`src/rtl/aes256_cbc_framer_if.sv`:
```
// AXI-Stream bundle shared by the framer's payload input and framed output.
interface axis_if #(
    parameter int W = 8
);
    logic [W-1:0]   tdata;
    logic           tvalid;
    logic           tready;
    logic [W/8-1:0] tkeep;
    logic           tlast;
    logic           tuser;

    modport master (output tdata, tvalid, tkeep, tlast, tuser, input tready);
    modport slave  (input tdata, tvalid, tlast, output tready);
endinterface

```
`src/rtl/aes256_cbc_framer.sv`:
```
// Framer for the AES-256 CBC core: emits key words, IV words, then the payload
// passed straight through, with direction on tuser and a generated tlast.
module aes256_cbc_framer #(
    parameter int M_AXIS_WIDTH = 8
) (
    input  logic         Clk,
    input  logic         Rst,
    input  logic         Cmd_valid,
    output logic         Cmd_ready,
    input  logic [255:0] Cmd_key,
    input  logic [127:0] Cmd_iv,
    input  logic         Cmd_encrypt,
    input  logic [15:0]  Cmd_blocks,
    axis_if.slave        S_axis,
    axis_if.master       M_axis,
    output logic         Frame_error
);
    localparam int W  = M_AXIS_WIDTH;
    localparam int KW = 256 / W;
    localparam int BW = 128 / W;
    localparam int CW = $clog2(KW);
    localparam int KB = W / 8;
    localparam logic [CW-1:0] KW_LAST = CW'(KW - 1);
    localparam logic [CW-1:0] BW_LAST = CW'(BW - 1);
    localparam logic [CW-1:0] CNT_ONE = CW'(1);

    typedef enum logic [3:0] {
        ST_IDLE = 4'b0001,
        ST_KEY  = 4'b0010,
        ST_IV   = 4'b0100,
        ST_DATA = 4'b1000
    } state_t;

    state_t         r_state;
    logic [CW-1:0]  r_word_cnt;
    logic [15:0]    r_block_cnt;
    logic [255:0]   r_key;
    logic [127:0]   r_iv;
    logic           r_encrypt;
    logic [15:0]    r_blocks;
    logic           r_zero_err;

    state_t         w_state_next;
    logic [CW-1:0]  w_word_cnt_next;
    logic [15:0]    w_block_cnt_next;
    logic           w_m_tvalid;
    logic [W-1:0]   w_m_tdata;
    logic           w_s_tready;
    logic           w_m_tlast;
    logic           w_cmd_hs;
    logic           w_s_hs;
    logic           w_last_word;
    logic           w_last_block;
    logic [W-1:0]   w_key_words [KW];
    logic [W-1:0]   w_iv_words  [KW];

    // IV table is padded to the key depth so both share the word counter as index.
    for (genvar gi = 0; gi < KW; gi++) begin : g_words
        assign w_key_words[gi] = r_key[gi*W +: W];
        if (gi < BW) begin : g_iv
            assign w_iv_words[gi] = r_iv[gi*W +: W];
        end else begin : g_pad
            assign w_iv_words[gi] = '0;
        end
    end

    assign w_cmd_hs     = Cmd_valid && (r_state == ST_IDLE);
    assign w_s_hs       = (r_state == ST_DATA) && S_axis.tvalid && M_axis.tready;
    assign w_last_word  = (r_word_cnt == BW_LAST);
    assign w_last_block = (r_block_cnt == (r_blocks - 16'd1));
    assign w_m_tlast    = (r_state == ST_DATA) && w_last_word && w_last_block;

    always_ff @(posedge Clk) begin
        if (Rst) begin
            r_state     <= ST_IDLE;
            r_word_cnt  <= '0;
            r_block_cnt <= '0;
            r_key       <= '0;
            r_iv        <= '0;
            r_encrypt   <= 1'b0;
            r_blocks    <= '0;
            r_zero_err  <= 1'b0;
        end else begin
            r_state     <= w_state_next;
            r_word_cnt  <= w_word_cnt_next;
            r_block_cnt <= w_block_cnt_next;
            r_zero_err  <= w_cmd_hs && (Cmd_blocks == 16'd0);
            if (w_cmd_hs) begin
                r_key     <= Cmd_key;
                r_iv      <= Cmd_iv;
                r_encrypt <= Cmd_encrypt;
                r_blocks  <= Cmd_blocks;
            end
        end
    end

    always_comb begin
        w_state_next     = r_state;
        w_word_cnt_next  = r_word_cnt;
        w_block_cnt_next = r_block_cnt;
        w_m_tvalid       = 1'b0;
        w_m_tdata        = '0;
        w_s_tready       = 1'b0;
        case (r_state)
            ST_IDLE: begin
                if (Cmd_valid) begin
                    w_word_cnt_next  = '0;
                    w_block_cnt_next = '0;
                    // A zero-block command is rejected without leaving idle.
                    if (Cmd_blocks != 16'd0) begin
                        w_state_next = ST_KEY;
                    end
                end
            end
            ST_KEY: begin
                w_m_tvalid = 1'b1;
                w_m_tdata  = w_key_words[r_word_cnt];
                if (M_axis.tready) begin
                    if (r_word_cnt == KW_LAST) begin
                        w_word_cnt_next = '0;
                        w_state_next    = ST_IV;
                    end else begin
                        w_word_cnt_next = r_word_cnt + CNT_ONE;
                    end
                end
            end
            ST_IV: begin
                w_m_tvalid = 1'b1;
                w_m_tdata  = w_iv_words[r_word_cnt];
                if (M_axis.tready) begin
                    if (r_word_cnt == BW_LAST) begin
                        w_word_cnt_next = '0;
                        w_state_next    = ST_DATA;
                    end else begin
                        w_word_cnt_next = r_word_cnt + CNT_ONE;
                    end
                end
            end
            ST_DATA: begin
                w_m_tvalid = S_axis.tvalid;
                w_s_tready = M_axis.tready;
                w_m_tdata  = S_axis.tdata;
                if (w_s_hs) begin
                    if (w_last_word) begin
                        w_word_cnt_next  = '0;
                        w_block_cnt_next = r_block_cnt + 16'd1;
                        if (w_last_block) begin
                            w_state_next = ST_IDLE;
                        end
                    end else begin
                        w_word_cnt_next = r_word_cnt + CNT_ONE;
                    end
                end
            end
            default: w_state_next = ST_IDLE;
        endcase
    end

    assign Cmd_ready     = (r_state == ST_IDLE);
    assign M_axis.tvalid = w_m_tvalid;
    assign M_axis.tdata  = w_m_tdata;
    assign M_axis.tlast  = w_m_tlast;
    assign M_axis.tkeep  = {KB{w_m_tvalid}};
    assign M_axis.tuser  = (r_state != ST_IDLE) && r_encrypt;
    assign S_axis.tready = w_s_tready;
    // Payload tlast disagreement is flagged in the handshake cycle itself.
    assign Frame_error   = r_zero_err || (w_s_hs && (S_axis.tlast != w_m_tlast));
endmodule

```
`src/flat_wrapper.sv`:
```
// flat-port wrapper written by rule: the top's interface ports become plain ports
module aes256_cbc_framer_flat 
#(
    parameter int M_AXIS_WIDTH = 8
)
  (Clk, Rst, Cmd_valid, Cmd_ready, Cmd_key, Cmd_iv, Cmd_encrypt, Cmd_blocks, Frame_error, S_axis_tdata, S_axis_tvalid, S_axis_tlast, S_axis_tready, M_axis_tdata, M_axis_tvalid, M_axis_tkeep, M_axis_tlast, M_axis_tuser, M_axis_tready);
  axis_if #(.W(8)) S_axis_i ();
  axis_if #(.W(8)) M_axis_i ();
  input  logic Clk;
  input  logic Rst;
  input  logic Cmd_valid;
  output logic Cmd_ready;
  input  logic [255:0] Cmd_key;
  input  logic [127:0] Cmd_iv;
  input  logic Cmd_encrypt;
  input  logic [15:0] Cmd_blocks;
  output logic Frame_error;
  input wire logic [$bits(S_axis_i.tdata)-1:0] S_axis_tdata;
  input wire logic [$bits(S_axis_i.tvalid)-1:0] S_axis_tvalid;
  input wire logic [$bits(S_axis_i.tlast)-1:0] S_axis_tlast;
  output wire logic [$bits(S_axis_i.tready)-1:0] S_axis_tready;
  output wire logic [$bits(M_axis_i.tdata)-1:0] M_axis_tdata;
  output wire logic [$bits(M_axis_i.tvalid)-1:0] M_axis_tvalid;
  output wire logic [$bits(M_axis_i.tkeep)-1:0] M_axis_tkeep;
  output wire logic [$bits(M_axis_i.tlast)-1:0] M_axis_tlast;
  output wire logic [$bits(M_axis_i.tuser)-1:0] M_axis_tuser;
  input wire logic [$bits(M_axis_i.tready)-1:0] M_axis_tready;
  assign S_axis_i.tdata = S_axis_tdata;
  assign S_axis_i.tvalid = S_axis_tvalid;
  assign S_axis_i.tlast = S_axis_tlast;
  assign S_axis_tready = S_axis_i.tready;
  assign M_axis_tdata = M_axis_i.tdata;
  assign M_axis_tvalid = M_axis_i.tvalid;
  assign M_axis_tkeep = M_axis_i.tkeep;
  assign M_axis_tlast = M_axis_i.tlast;
  assign M_axis_tuser = M_axis_i.tuser;
  assign M_axis_i.tready = M_axis_tready;
  aes256_cbc_framer #(.M_AXIS_WIDTH(M_AXIS_WIDTH)) u_core (.Clk(Clk), .Rst(Rst), .Cmd_valid(Cmd_valid), .Cmd_ready(Cmd_ready), .Cmd_key(Cmd_key), .Cmd_iv(Cmd_iv), .Cmd_encrypt(Cmd_encrypt), .Cmd_blocks(Cmd_blocks), .S_axis(S_axis_i), .M_axis(M_axis_i), .Frame_error(Frame_error));
endmodule
```
`config.mk`:
```
export PLATFORM = sky130hd
export DESIGN_NAME = aes256_cbc_framer_flat
export DESIGN_NICKNAME = d
export VERILOG_FILES = /design/src/rtl/aes256_cbc_framer_if.sv /design/src/rtl/aes256_cbc_framer.sv /design/src/flat_wrapper.sv
export SDC_FILE = /design/constraint.sdc
export NUM_CORES = 1
export LEC_CHECK = 0
export CORE_MARGIN = 1
export CORE_UTILIZATION = 54
export CTS_CLUSTER_SIZE = 20
export DETAILED_ROUTE_END_ITERATION = 8
export GPL_TIMING_DRIVEN = 0
export HOLD_SLACK_MARGIN = 0.12
export PLACE_DENSITY = 0.85
export SKIP_LAST_GASP = 1
export SLEW_MARGIN = 20
export SYNTH_ARGS = -nofsm -noshare
export SYNTH_HDL_FRONTEND = slang
export SYNTH_SLANG_ARGS = --single-unit
```
`constraint.sdc`:
```
create_clock -name Clk -period 10.2 [get_ports Clk]
set_clock_uncertainty 0.1 [all_clocks]
set_input_delay 1.02 -clock Clk [delete_from_list [all_inputs] [get_ports Clk]]
set_output_delay 1.02 -clock Clk [all_outputs]
set_load 0.1 [all_outputs]
```
==> impl_metrics.tcl <==
set metrics [dict create \
    cts_tree "yes" \
    vias 19000 \
    synth_seq_cells 427 \
    cpMostUsedCell "clkbuf_1" \
    internal-power_mw 3.11 \
    worstPathRequired_ns 9.08 \
    instances_no_fill 3247 \
    synth_flop_cell "dfxtp_1" \
    drive_gt1_frac 0.0580 \
    clockPowerShare 0.391 \
    fillCellCount 2533 \
    finalInstanceArea_um2 25100 \
    rsz0062_at_grt "no" \
    worstHoldPathCells 2 \
    cts.sinks 427 \
    post_drt_wl_per_cell_um 20.7 \
    clk_latency_ns 0.55 \
    path_class "flop to primary output" \
    synth_area_leaders "dfxtp_1, nand2_1, a21oi_1" \
    worstHoldEndpoint "u_core.r_key[23]" \
    dieWidth_um 188 \
    drv_cap 0 \
    dieArea_um2 35500 \
    grt_max_degree 15 \
    status "complete, no violations" \
    p_switching_mw 1.15 \
    drcViolationCount 0 \
    fmax_mhz 155 \
    nNetsFinal 3181 \
    synthesis.nets 2707 \
    setup_tns_ns 0 \
    multi_input_area_um2 9420 \
    grt_pass1_vias 18700 \
    hp-start "u_core.r_key[23]" \
    crit_arrival_ns 5.35 \
    seqCellArea_um2 8550 \
    async_flop_share 0 \
    placed_area_um2 23600 \
    postRouteAntennaNets 0 \
    cp-start-kind "flop" \
    drt_pass1_iterations 6 \
    hold_class "flop to flop" \
    post_cts_resized 0 \
    numPortBuffers 428 \
    r2r_slack_ns 5.44 \
    path_clk_slew_ns 0.06 \
    slowest_delay_ns 1.20 \
    seq_power_share 0.439 \
    synthMostInstantiatedCell "nand2_1" \
    synth_edf_count 0 \
    routed_via_density 5.86 \
    ios 430 \
    cp_num_buf_inv 5 \
    num_rows 67 \
    pre_cts_slack_ns 4.39 \
    worstReg2RegEnd "u_core.r_block_cnt[13]" \
    dieHeight_um 188 \
    crit_family "buffers and inverters" \
    endpoint_kind "primary output" \
    reg2reg_depth 11 \
    synth_area_leader_cell "dfxtp_1" \
    setup_slack_ns 3.73 \
    cts-root-buf "clkbuf_16" \
    postSynthAreaPerCell_um2 8.20 \
    core_area_um2 33900 \
    worst-path-max-fanout 10 \
    r2r-start "u_core.r_word_cnt[3]" \
    yosysSeqAreaShare 0.456 \
    routed_wl_mm 67.1 \
    dpl.hpwl_mm 51.4 \
    ys_types 59 \
    relSlewSlack 0.271 \
    ys_warn_count 0 \
    worstMarginPinSlew_ns 1.09 \
    grt.total_usage 0.369 \
    clk_path_buf_depth 3 \
    cts_buffers 44 \
    holdWs_ns 0.353 \
    gp_congestion 0.934 \
    leakage_nw 8.69 \
    area_delta_synth_final_pct 33.9 \
    first_iter_violations 1867 \
    hold_viol 0 \
    grt-ovfl-total 0 \
    syn_inst 2286 \
    htree_levels 2 \
    grt_pass1_wl_mm 102 \
    antenna_found_initial 6 \
    power_density_nw_per_um2 170 \
    synth_commonest_cells "nand2_1, a21oi_1, dfxtp_1" \
    period_minus_slack_ns 6.47 \
    fin_crit_sh 0.634 \
    comb_power_share 0.170 \
    setup_viol 0 \
    finalPower_mw 4.26 \
    initial_core_util 0.553 \
    postLayoutCoreUtil 0.741 \
    yosysTopAreaCellShare 0.456 \
    place_inst 3162 \
    slowest_stage "clkdlybuf4s50_1" \
    vdd_drop_max_uv 131 \
    slew_violations 0 \
    hold_buffers 0 \
    path_cells "clkbuf_1, clkbuf_1, clkbuf_1, clkbuf_1, and3_1, ha_1, xor2_1, a41oi_1, mux2i_1, clkdlybuf4s50_1" \
    power_switching_share 0.271 \
    cts_setup_buffers 0 \
    synthesis.area_um2 18700 \
]
## power groups by stage
stage / clock [mW] / combinational (mW) / sequential (mW)
2_1_floorplan: 0 / 0.389 / 1.87
3_3_place_gp: 0 / 0.688 / 1.89
3_5_place_dp: 0 / 0.703 / 1.90
4_1_cts: 1.66 / 0.711 / 1.87
5_1_grt: 1.73 / 0.778 / 1.88
6_report: 1.67 / 0.722 / 1.87
## layout by cell type (no fill, tap or decap), drive strengths merged, types with 10 or more instances in the layout
cell type / count
o21ai: 22
mux2i: 67
a211oi: 10
o221ai: 33
clkdlybuf4s50: 428
nor2: 29
clkbuf: 237
inv: 10
mux4: 72
o22ai: 17
dfxtp: 427
xor2: 10
xnor2: 20
buf: 20
nand3: 10
a21oi: 435
nand2: 835
## logic make-up after synthesis
kind of cell               count (synthesis)  synth area share
xor gates and xnor gates                  30            0.0140
muxes                                    139             0.122
DFF                                      427             0.456
buffers and inverters                    199            0.0415
and+or+nand+nor                          934             0.200
AOI/OAI and AO/OA                        551             0.163
adders and majority gates                  6           0.00400
## worst min-delay path, stage by stage, from the launching register on
cell     delay, ns
dfxtp_1       0.31
nand2_1       0.05
a21oi_1       0.05
## state kept, by name, summed over array words and instances (netlist names)
name	cells
u_core.r_key	256
u_core.r_iv	128
u_core.r_block_cnt	16
u_core.r_blocks	16
u_core.r_word_cnt	5
u_core.r_state	4
u_core.r_encrypt	1
u_core.r_zero_err	1
## worst max-delay path by stage
stage,to,start,cells past startpoint
floorplan,M_axis_tuser,u_core.r_state[0],3
global placement,M_axis_tdata[3],u_core.r_word_cnt[3],10
detailed placement,Frame_error,u_core.r_word_cnt[3],10
CTS,M_axis_tdata[3],u_core.r_word_cnt[3],10
global route,Frame_error,u_core.r_word_cnt[3],10
finish,Frame_error,u_core.r_word_cnt[3],10
## area by class of cell
type,instances,share of cell area
Clock buffer,68,0.0527
Buffer,189,0.0295
Timing Repair Buffer,428,0.171
Tap cell,448,0.0223
Clock inverter,12,0.00678
Sequential cell,427,0.341
Antenna cell,5,0.000498
Multi-Input combinational cell,1660,0.375
Inverter,10,0.00150
## per-layer routing
metal	routed length, µm	global-route usage	vias up	share of wire
li1	-	-	8779	-
met1	25900	0.461	9006	0.39
met2	31800	0.618	1055	0.47
met3	6310	0.0615	200	0.094
met4	3170	0.180	2	0.047
met5	17	0	-	0.00025
(Power assumes the default switching activity.)
